## src/rtl/dmem_store_buffer.sv

```systemverilog
// Posted-write store buffer between the core data port and dmem; loads bypass, stall on, or forward from queued stores.
// Define STORE_FWD_EN to forward full-word matches to loads; otherwise any address match stalls the load.
module dmem_store_buffer #(
  parameter int DEPTH = 4
) (
  input  logic        clk_i,
  input  logic        reset_i,
  input  logic        core_req_i,
  input  logic        core_we_i,
  input  logic [31:0] core_addr_i,
  input  logic [31:0] core_wd_i,
  input  logic [3:0]  core_mask_i,
  output logic [31:0] core_rd_o,
  output logic        core_wait_o,
  output logic        mem_req_o,
  output logic        mem_we_o,
  output logic [31:0] mem_addr_o,
  output logic [31:0] mem_wd_o,
  output logic [3:0]  mem_mask_o,
  input  logic [31:0] mem_rd_i,
  input  logic        mem_wait_i,
  output logic        sb_empty_o
);
  localparam int PW = $clog2(DEPTH);

  typedef enum logic [1:0] {IDLE, DRAIN, LOAD} state_e;

  state_e        state_q;
  logic [29:0]   ent_addr_q [DEPTH];
  logic [31:0]   ent_data_q [DEPTH];
  logic [3:0]    ent_mask_q [DEPTH];
  logic [PW-1:0] wptr_q, rptr_q, drain_idx;
  logic [PW:0]   cnt_q, cnt_d;
  logic          mem_req_q, mem_we_q;
  logic [31:0]   mem_addr_q, mem_wd_q;
  logic [3:0]    mem_mask_q;

  logic          is_store, is_load, full, enq, deq, hit, fwd_ok, load_go;
  logic          advance, go_load, go_drain;
  logic [31:0]   fwd_data;
  logic          unused_addr_lsb;
`ifdef STORE_FWD_EN
  logic [3:0]    ymask;
`endif

  assign unused_addr_lsb = ^core_addr_i[1:0];

  assign is_store = core_req_i && core_we_i;
  assign is_load  = core_req_i && !core_we_i;
  assign full     = (cnt_q == (PW+1)'(DEPTH));
  assign enq      = is_store && !full;
  assign deq      = (state_q == DRAIN) && !mem_wait_i;
  assign cnt_d    = cnt_q + (PW+1)'(enq) - (PW+1)'(deq);

  // Scan oldest to youngest so the last match seen is the youngest entry.
  always_comb begin
    hit      = 1'b0;
    fwd_ok   = 1'b0;
    fwd_data = 32'h0;
`ifdef STORE_FWD_EN
    ymask    = 4'h0;
`endif
    for (int k = 0; k < DEPTH; k++) begin
      if (((PW+1)'(k) < cnt_q) && (ent_addr_q[rptr_q + PW'(k)] == core_addr_i[31:2])) begin
        hit = 1'b1;
`ifdef STORE_FWD_EN
        ymask    = ent_mask_q[rptr_q + PW'(k)];
        fwd_data = ent_data_q[rptr_q + PW'(k)];
`endif
      end
    end
`ifdef STORE_FWD_EN
    fwd_ok = is_load && hit && (ymask == 4'hF);
`endif
  end

  assign load_go   = is_load && !hit;
  assign advance   = (state_q == IDLE) || !mem_wait_i;
  // The load completing in LOAD is not a new pending load.
  assign go_load   = advance && load_go && (state_q != LOAD);
  assign go_drain  = advance && !go_load &&
                     ((state_q == DRAIN) ? (cnt_q > (PW+1)'(1)) : (cnt_q != '0));
  assign drain_idx = (state_q == DRAIN) ? rptr_q + PW'(1) : rptr_q;

  always_comb begin
    core_wait_o = 1'b1;
    core_rd_o   = 32'h0;
    if (reset_i) begin
      if (is_store) begin
        core_wait_o = full;
      end else if (fwd_ok) begin
        core_wait_o = 1'b0;
        core_rd_o   = fwd_data;
      end else if (is_load && (state_q == LOAD) && !mem_wait_i) begin
        core_wait_o = 1'b0;
        core_rd_o   = mem_rd_i;
      end
    end
  end

  always_ff @(posedge clk_i) begin
    if (enq) begin
      ent_addr_q[wptr_q] <= core_addr_i[31:2];
      ent_data_q[wptr_q] <= core_wd_i;
      ent_mask_q[wptr_q] <= core_mask_i;
    end
  end

  always_ff @(posedge clk_i or negedge reset_i) begin
    if (!reset_i) begin
      state_q    <= IDLE;
      wptr_q     <= '0;
      rptr_q     <= '0;
      cnt_q      <= '0;
      mem_req_q  <= 1'b0;
      mem_we_q   <= 1'b0;
      mem_addr_q <= 32'h0;
      mem_wd_q   <= 32'h0;
      mem_mask_q <= 4'h0;
    end else begin
      cnt_q <= cnt_d;
      if (enq) wptr_q <= wptr_q + PW'(1);
      if (deq) rptr_q <= rptr_q + PW'(1);
      if (go_load) begin
        state_q    <= LOAD;
        mem_req_q  <= 1'b1;
        mem_we_q   <= 1'b0;
        mem_addr_q <= {core_addr_i[31:2], 2'b00};
        mem_wd_q   <= 32'h0;
        mem_mask_q <= 4'hF;
      end else if (go_drain) begin
        state_q    <= DRAIN;
        mem_req_q  <= 1'b1;
        mem_we_q   <= 1'b1;
        mem_addr_q <= {ent_addr_q[drain_idx], 2'b00};
        mem_wd_q   <= ent_data_q[drain_idx];
        mem_mask_q <= ent_mask_q[drain_idx];
      end else if (advance) begin
        state_q    <= IDLE;
        mem_req_q  <= 1'b0;
        mem_we_q   <= 1'b0;
        mem_addr_q <= 32'h0;
        mem_wd_q   <= 32'h0;
        mem_mask_q <= 4'h0;
      end
    end
  end

  assign mem_req_o  = mem_req_q;
  assign mem_we_o   = mem_we_q;
  assign mem_addr_o = mem_addr_q;
  assign mem_wd_o   = mem_wd_q;
  assign mem_mask_o = mem_mask_q;
  assign sb_empty_o = (cnt_q == '0) && (state_q != DRAIN);

endmodule

```

## config.mk

```make
export PLATFORM = sky130hd
export DESIGN_NAME = dmem_store_buffer
export DESIGN_NICKNAME = d
export VERILOG_FILES = /design/src/rtl/dmem_store_buffer.sv
export SDC_FILE = /design/constraint.sdc
export NUM_CORES = 1
export LEC_CHECK = 0
export CAP_MARGIN = 30
export CELL_PAD_IN_SITES_DETAIL_PLACEMENT = 2
export CELL_PAD_IN_SITES_GLOBAL_PLACEMENT = 2
export CORE_MARGIN = 3
export CORE_UTILIZATION = 35
export DETAILED_ROUTE_END_ITERATION = 10
export PLACE_DENSITY = 0.78
export SLEW_MARGIN = 20
export SYNTH_ARGS = -nofsm -noshare
export SYNTH_HDL_FRONTEND = slang
export SYNTH_SLANG_ARGS = --single-unit
```

## constraint.sdc

```tcl
create_clock -name clk_i -period 3.7 [get_ports clk_i]
set_input_delay 0.555 -clock clk_i [delete_from_list [all_inputs] [get_ports clk_i]]
set_output_delay 0.555 -clock clk_i [all_outputs]
set_load 0.05 [all_outputs]
```

After elaboration in Yosys (flattened, before gate mapping):

Memory sizes are Yosys's and may differ from the RTL's.
Cells that the tools add are included.

* latch bits: 0
* memory bits (read-only): 0
* register bits: 79
* input port bits: 105
* logic and storage cells: 87
* output and inout bits: 104
* memories: 3
* RAM bits: 264

Memory list
* ent_data_q: depth 4, bits a word 32, read ports 1, clocked after memory_dff 0, write ports 1, RTL line 30 `logic [31:0] ent_data_q [DEPTH];`
* ent_addr_q: depth 4, bits a word 30, read ports 5, clocked after memory_dff 0, write ports 1, RTL line 29 `logic [29:0] ent_addr_q [DEPTH];`
* ent_mask_q: depth 4, bits a word 4, read ports 1, clocked after memory_dff 0, write ports 1, RTL line 31 `logic [3:0] ent_mask_q [DEPTH];`

* mux-type cells: 29
* equal/unequal tests: 9
* add/sub/neg operators: 6
* multipliers: 0
* reductions and logical operators: 26
* bitwise operators: 0
* divide/modulo/power cells: 0
* magnitude comparators: 5
* shift operators: 0

Operator list (number)
* 32-bit 2-to-1 mux: 8
* 30-bit == test: 4
* 1-bit logical AND: 16
* 1-bit 2-to-1 mux: 14
* 4-bit 2-to-1 mux: 3
* 2-bit 2-to-1 mux: 4
* 1-bit by 3-bit < comparator with 1-bit output (first input constant): 2
* 2-bit by 3-bit < comparator with 1-bit output (first input constant): 2
* 3-bit nonzero test: 2
* 1-bit zero test: 5
* 2-bit by 1-bit adder with 2-bit output (second input constant): 2
* 2-bit adder (second input constant): 2
* 3-bit by 1-bit adder with 3-bit output: 1
* 3-bit == test (second input constant): 1
* 3-bit by 1-bit > comparator with 1-bit output (second input constant): 1
* 3-bit zero test: 1
* 3-bit by 1-bit subtractor with 3-bit output: 1
* 2-bit by 1-bit == test with 1-bit output (second input constant): 1
* 2-bit == test (second input constant): 1
* 2-bit zero test: 1
* 2-bit by 1-bit inequality test with 1-bit output (second input constant): 1
* 2-bit inequality test (second input constant): 1
* 1-bit logical OR: 1

Logic depth before layout (Yosys ltp):

An unclocked memory read counts as a cell.

* word-level depth: 16
* mapped depth: 15
* depth with buffers taken out: 10

Least setup slack after synthesis:

Ideal clock, no wire load.

* path type: flip-flop to flip-flop
* start: register state_q[0]
* end: register mem_wd_q[0], in the netlist mem_wd_o[0]
* stages on the path, launching flop included: 8
* required time: 3.578 ns
* arrival time: 3.558 ns
* setup slack: 0.021 ns
* period minus slack after synthesis: 3.679 ns
* path buffers: 2
* library setup time: 0.122 ns
* cells stage by stage: dfrtp_1 > nor2b_1 > nor4_1 > a21oi_1 > and2_1 > clkbuf_1 > clkbuf_1 > a32o_1

* longest elaborated chain between the ends: 9
* elaborated cells between the ends (all ways): 15
* those cells by class: eq/ne (2); mux (4); reduce/logical (8); memory (1)

Ends and longest elaborated chain
* from (decl): RTL line 28 `state_e state_q;`
* from (signal assigned): RTL line 111 `state_q <= IDLE;`
* from (signal assigned): RTL line 125 `state_q <= LOAD;`
* from (signal assigned): RTL line 132 `state_q <= DRAIN;`
* parallel branches: the longest is 9 deep, another holds memory read 4 x 32 bit
* to (signal assigned): RTL line 136 `mem_wd_q <= ent_data_q[drain_idx];`
* to (decl): RTL line 35 `logic [31:0] mem_addr_q, mem_wd_q;`

Several ways; the timed one is not identified.
A chain may end at the register's enable or synchronous reset.

Worst setup path in the final report:

* start: register rptr_q[0]
* end: register mem_wd_q[28], in the netlist mem_wd_o[28]

* longest elaborated chain between the ends: 16
* elaborated cells between the ends (all ways): 28
* those cells by class: add/sub (3); eq/ne (4); mux (7); reduce/logical (12); memory (2)

Ends and longest elaborated chain
* from (decl): RTL line 32 `logic [PW-1:0] wptr_q, rptr_q, drain_idx;`
* from (signal assigned): RTL line 123 `if (deq) rptr_q <= rptr_q + PW'(1);`
* 2-bit by 1-bit adder with 2-bit output / memory read 4 x 30 bit (equally long branches)
* memory read 4 x 30 bit / 30-bit == test (equally long branches)
* 30-bit == test / 1-bit logical AND (equally long branches): RTL line 64 `if (((PW+1)'(k) < cnt_q) && (ent_addr_q[rptr_q + PW'(k)] == core_addr_i[31:2])) begin`
* 1-bit logical AND / 1-bit 2-to-1 mux (equally long branches): RTL line 64
* 1-bit 2-to-1 mux (3 in series): RTL line 64
* 1-bit zero test: RTL line 77 `assign load_go = is_load && !hit;`
* 1-bit logical AND: RTL line 77
* 1-bit logical AND (2 in series): RTL line 80 `assign go_load = advance && load_go && (state_q != LOAD);`
* 1-bit zero test: RTL line 81 `assign go_drain = advance && !go_load &&`
* 1-bit logical AND (2 in series): RTL line 81
* 32-bit 2-to-1 mux: RTL line 131 `end else if (go_drain) begin`
* 32-bit 2-to-1 mux: RTL line 124 `if (go_load) begin`

Several ways; a longest one is shown, not always the timed one.

==> results_dict.tcl <==
set metrics [dict create \
    dieArea_sq_um 53700 \
    end_kind "register" \
    synth_area_leaders "edfxtp_1 44%, mux4_2 16%, dfrtp_1 11%" \
    yosys_most_used_dff "edfxtp_1" \
    required_ns 4.20 \
    p_switching_mw 8.13 \
    ys_ff_latch 340 \
    drc 0 \
    leakage_nw 8.04 \
    start_util 0.355 \
    syn2layout_area_growth_pct 28.0 \
    cts_tree "yes" \
    worstPathMaxFanout 37 \
    synth-compound-area-share 0.0761 \
    placed_area_sq_um 21500 \
    internal-power_mw 11.6 \
    fin_skew_ns 0.0157 \
    min_period_ns 3.61 \
    antenna_left 0 \
    synth-simple-area-share 0.0646 \
    port_buffers 204 \
    yosysWarnings 0 \
    nets 1533 \
    total_power_mw 19.8 \
    cts_buffers 38 \
    grt_pass1_wl_microns 93500 \
    synth_top_area_cell "edfxtp_1" \
    power_frac_seq 0.272 \
    worstPathArrival_ns 4.11 \
    totalWireLength_microns 63300 \
    track_usage 0.235 \
    utilization 0.454 \
    clockBufferDepth 3 \
    critPathKind "register to register" \
    hold_violations 0 \
    drv_cap 0 \
    synth-seq-area-share 0.551 \
    relSlewSlack 0.427 \
    synthCells 1183 \
    dp_hpwl_microns 43400 \
    swShare 0.411 \
    io_pins 209 \
    synthArstFlopShare 0.224 \
    drtIter0Drc 895 \
    synth.top_cell.area_share 0.444 \
    grt_pass1_vias 13644 \
    clk_latency_ns 0.57 \
    synth_xor_area_frac 0.0515 \
    status "finished, final reports clean" \
    setup_violations 0 \
    dr.pass1.iters 5 \
    gr-total-overflow 0 \
    synthesis.area_sq_um 17800 \
    die_height_microns 232 \
    clockRootBuffer "clkbuf_16" \
    worst_pin_slew_ns 0.850 \
    clk_pin_slew_ns 0.06 \
    yosysUniqueCellTypes 58 \
    layout-drive-gt1-share 0.261 \
    powerDensity_nw_per_um2 866 \
    via_count 12208 \
    post-route-period-util 0.977 \
    yosys.area_share.adder 0.00743 \
    ir_drop_v 0.000533 \
    antenna_found_initial 5 \
    viasPerCell 5.76 \
    clock_power_share 0.186 \
    clock-sinks 340 \
    fin_area_sq_um 22800 \
    place.gp.congestion 0.972 \
    slew_viol_final 0 \
    rows 82 \
    crit_path_start_kind "register" \
    syn_area_per_cell_sq_um 15.1 \
    core_area_sq_um 50300 \
    hold_class "input port to asynchronous set/reset pin" \
    synth_top_family_by_area "multiplexers" \
    combPwrFrac 0.543 \
    max_freq_mhz 277 \
    detail_route.wl_per_cell_microns 29.8 \
    h-tree-depth 2 \
    muxShareOfSynthArea 0.214 \
    die_w_microns 232 \
    synth-edff-count 264 \
    grt_max_degree 45 \
]
[critical path, cell delays in order, from the launching register on]
cell and delay (ns):
dfrtp_4 0.53, buf_16 0.27, mux2i_2 0.39, o221ai_1 0.20, a221oi_2 0.25, nand4_1 0.14
or4_1 0.53, o41a_1 0.49, nand3_2 0.19, bufbuf_16 0.35, a32o_1 0.18
[cells by family (layout without fill, tap and decap cells)]
family                   after synthesis  in the layout
flip-flops                           340            340
other                                  1              5
AND/OR/NAND/NOR                      227            227
adder cells (fa/ha/maj)               10             10
AO/OA/AOI/OAI                        156            156
buffers and inverters                124            386
XOR/XNOR                             105            105
multiplexers                         220            220
[synthesized netlist by cell type (9+ instances only)]
cell and n:
buf_6 13, edfxtp_1 264, nor2_1 30, and2_1 39, buf_2 19, o22ai_1 10
o21ai_0 16, dfrtp_1 76, nand2_1 78, xnor2_1 66, nor4_1 15, inv_1 14
clkbuf_1 53, o2bb2ai_1 10, ha_1 9, o211ai_2 29, mux4_2 129, xor2_1 39
mux2i_1 88, a32o_1 33, a21oi_1 19, nand4_1 43, buf_1 13, buf_4 12
[through the flow]
step	setup slack [ns]	cells	setup TNS, ns	hold WS, ns
global placement	0.0275	2045	0	0.418
detailed placement	-0.0145	2045	-0.0590	0.418
CTS	0.00538	2115	0	0.369
floorplan	0.0209	1184	0	0.259
global route	-0.0678	2118	-0.878	0.389
finish	0.0856	2121	0	0.389
[worst paths after layout]
path | from | endpoint | slack, ns | cells after the start
max reg2reg | rptr_q[0] | mem_wd_o[28] | 0.09 | 10
min reg2reg | mem_addr_o[28] | mem_addr_o[28] | 0.49 | 2
max | rptr_q[0] | mem_wd_o[28] | 0.09 | 10
min in group clk_i | mem_addr_o[28] | mem_addr_o[28] | 0.49 | 2
max in group asynchronous | reset_i | rptr_q[0] | 2.17 | 4
min | reset_i | cnt_q[2] | 0.39 | 2
[registers in the layout, summed over array words and instances (netlist names)]
register / cells
wptr_q: 2
mem_addr_o: 30
cnt_q: 3
mem_req_o: 1
mem_mask_o: 4
rptr_q: 2
mem_wd_o: 32
ent_addr_q: 120
ent_data_q: 128
ent_mask_q: 16
state_q: 2
[final cells by class]
| class | instances | area (sq um) |
|---|---|---|
| fill | 4761 | 27400 |
| sequential | 340 | 9840 |
| multi-input combinational | 720 | 7500 |
| timing repair buffer | 304 | 3420 |
| clock buffer | 51 | 1050 |
| tap | 672 | 841 |
| clock inverter | 17 | 133 |
| inverter | 14 | 56.3 |
| antenna | 3 | 7.51 |
[what timing repair did]
action                                 in CTS  in global routing
endpoints found under the hold margin       5                  0
pin swaps                                   0                  2
buffers inserted                            0                  2
hold buffers                                1                  0
gates resized for setup                     2                 17
gates cloned                                1                  1
setup endpoints to repair                  32                 53
[routing by layer]
layer	track usage	routed length [microns]	vias to the layer above
li1	-	-	5176
met1	0.291	25000	6544
met2	0.414	32800	388
met3	0.0488	3930	96
met4	0.0662	1530	4
met5	0	29	-
[cells in the final DEF (no fill, tap or decap), drive strengths merged, types with 3 or more instances in the layout]
master         count
edfxtp           264
clkdlybuf4s50    171
buf              130
mux4             129
mux2i             89
nand2             78
dfrtp             76
xnor2             66
clkbuf            52
nand4             43
xor2              39
and2              39
a32o              33
o211ai            32
nor2              30
a21oi             19
o21ai             17
nor4              15
inv               14
clkinv            14
o2bb2ai           10
o22ai             10
ha                 9
a2111oi            7
nor3               6
a211oi             4
a22o               4
a221oi             4
diode              3
or4                3
nand3              3
[power by group through the flow]
stage                     registers (mW)  clock network [mW]  logic, mW
after floorplan                     6.45                   0       6.05
after global placement              5.37                   0       10.2
after detailed placement            5.43                   0       10.5
after CTS                           5.39                3.77       10.7
after global routing                5.45                3.90       11.4
final                               5.37                3.67       10.7
Power figures use the tool's default switching activity.
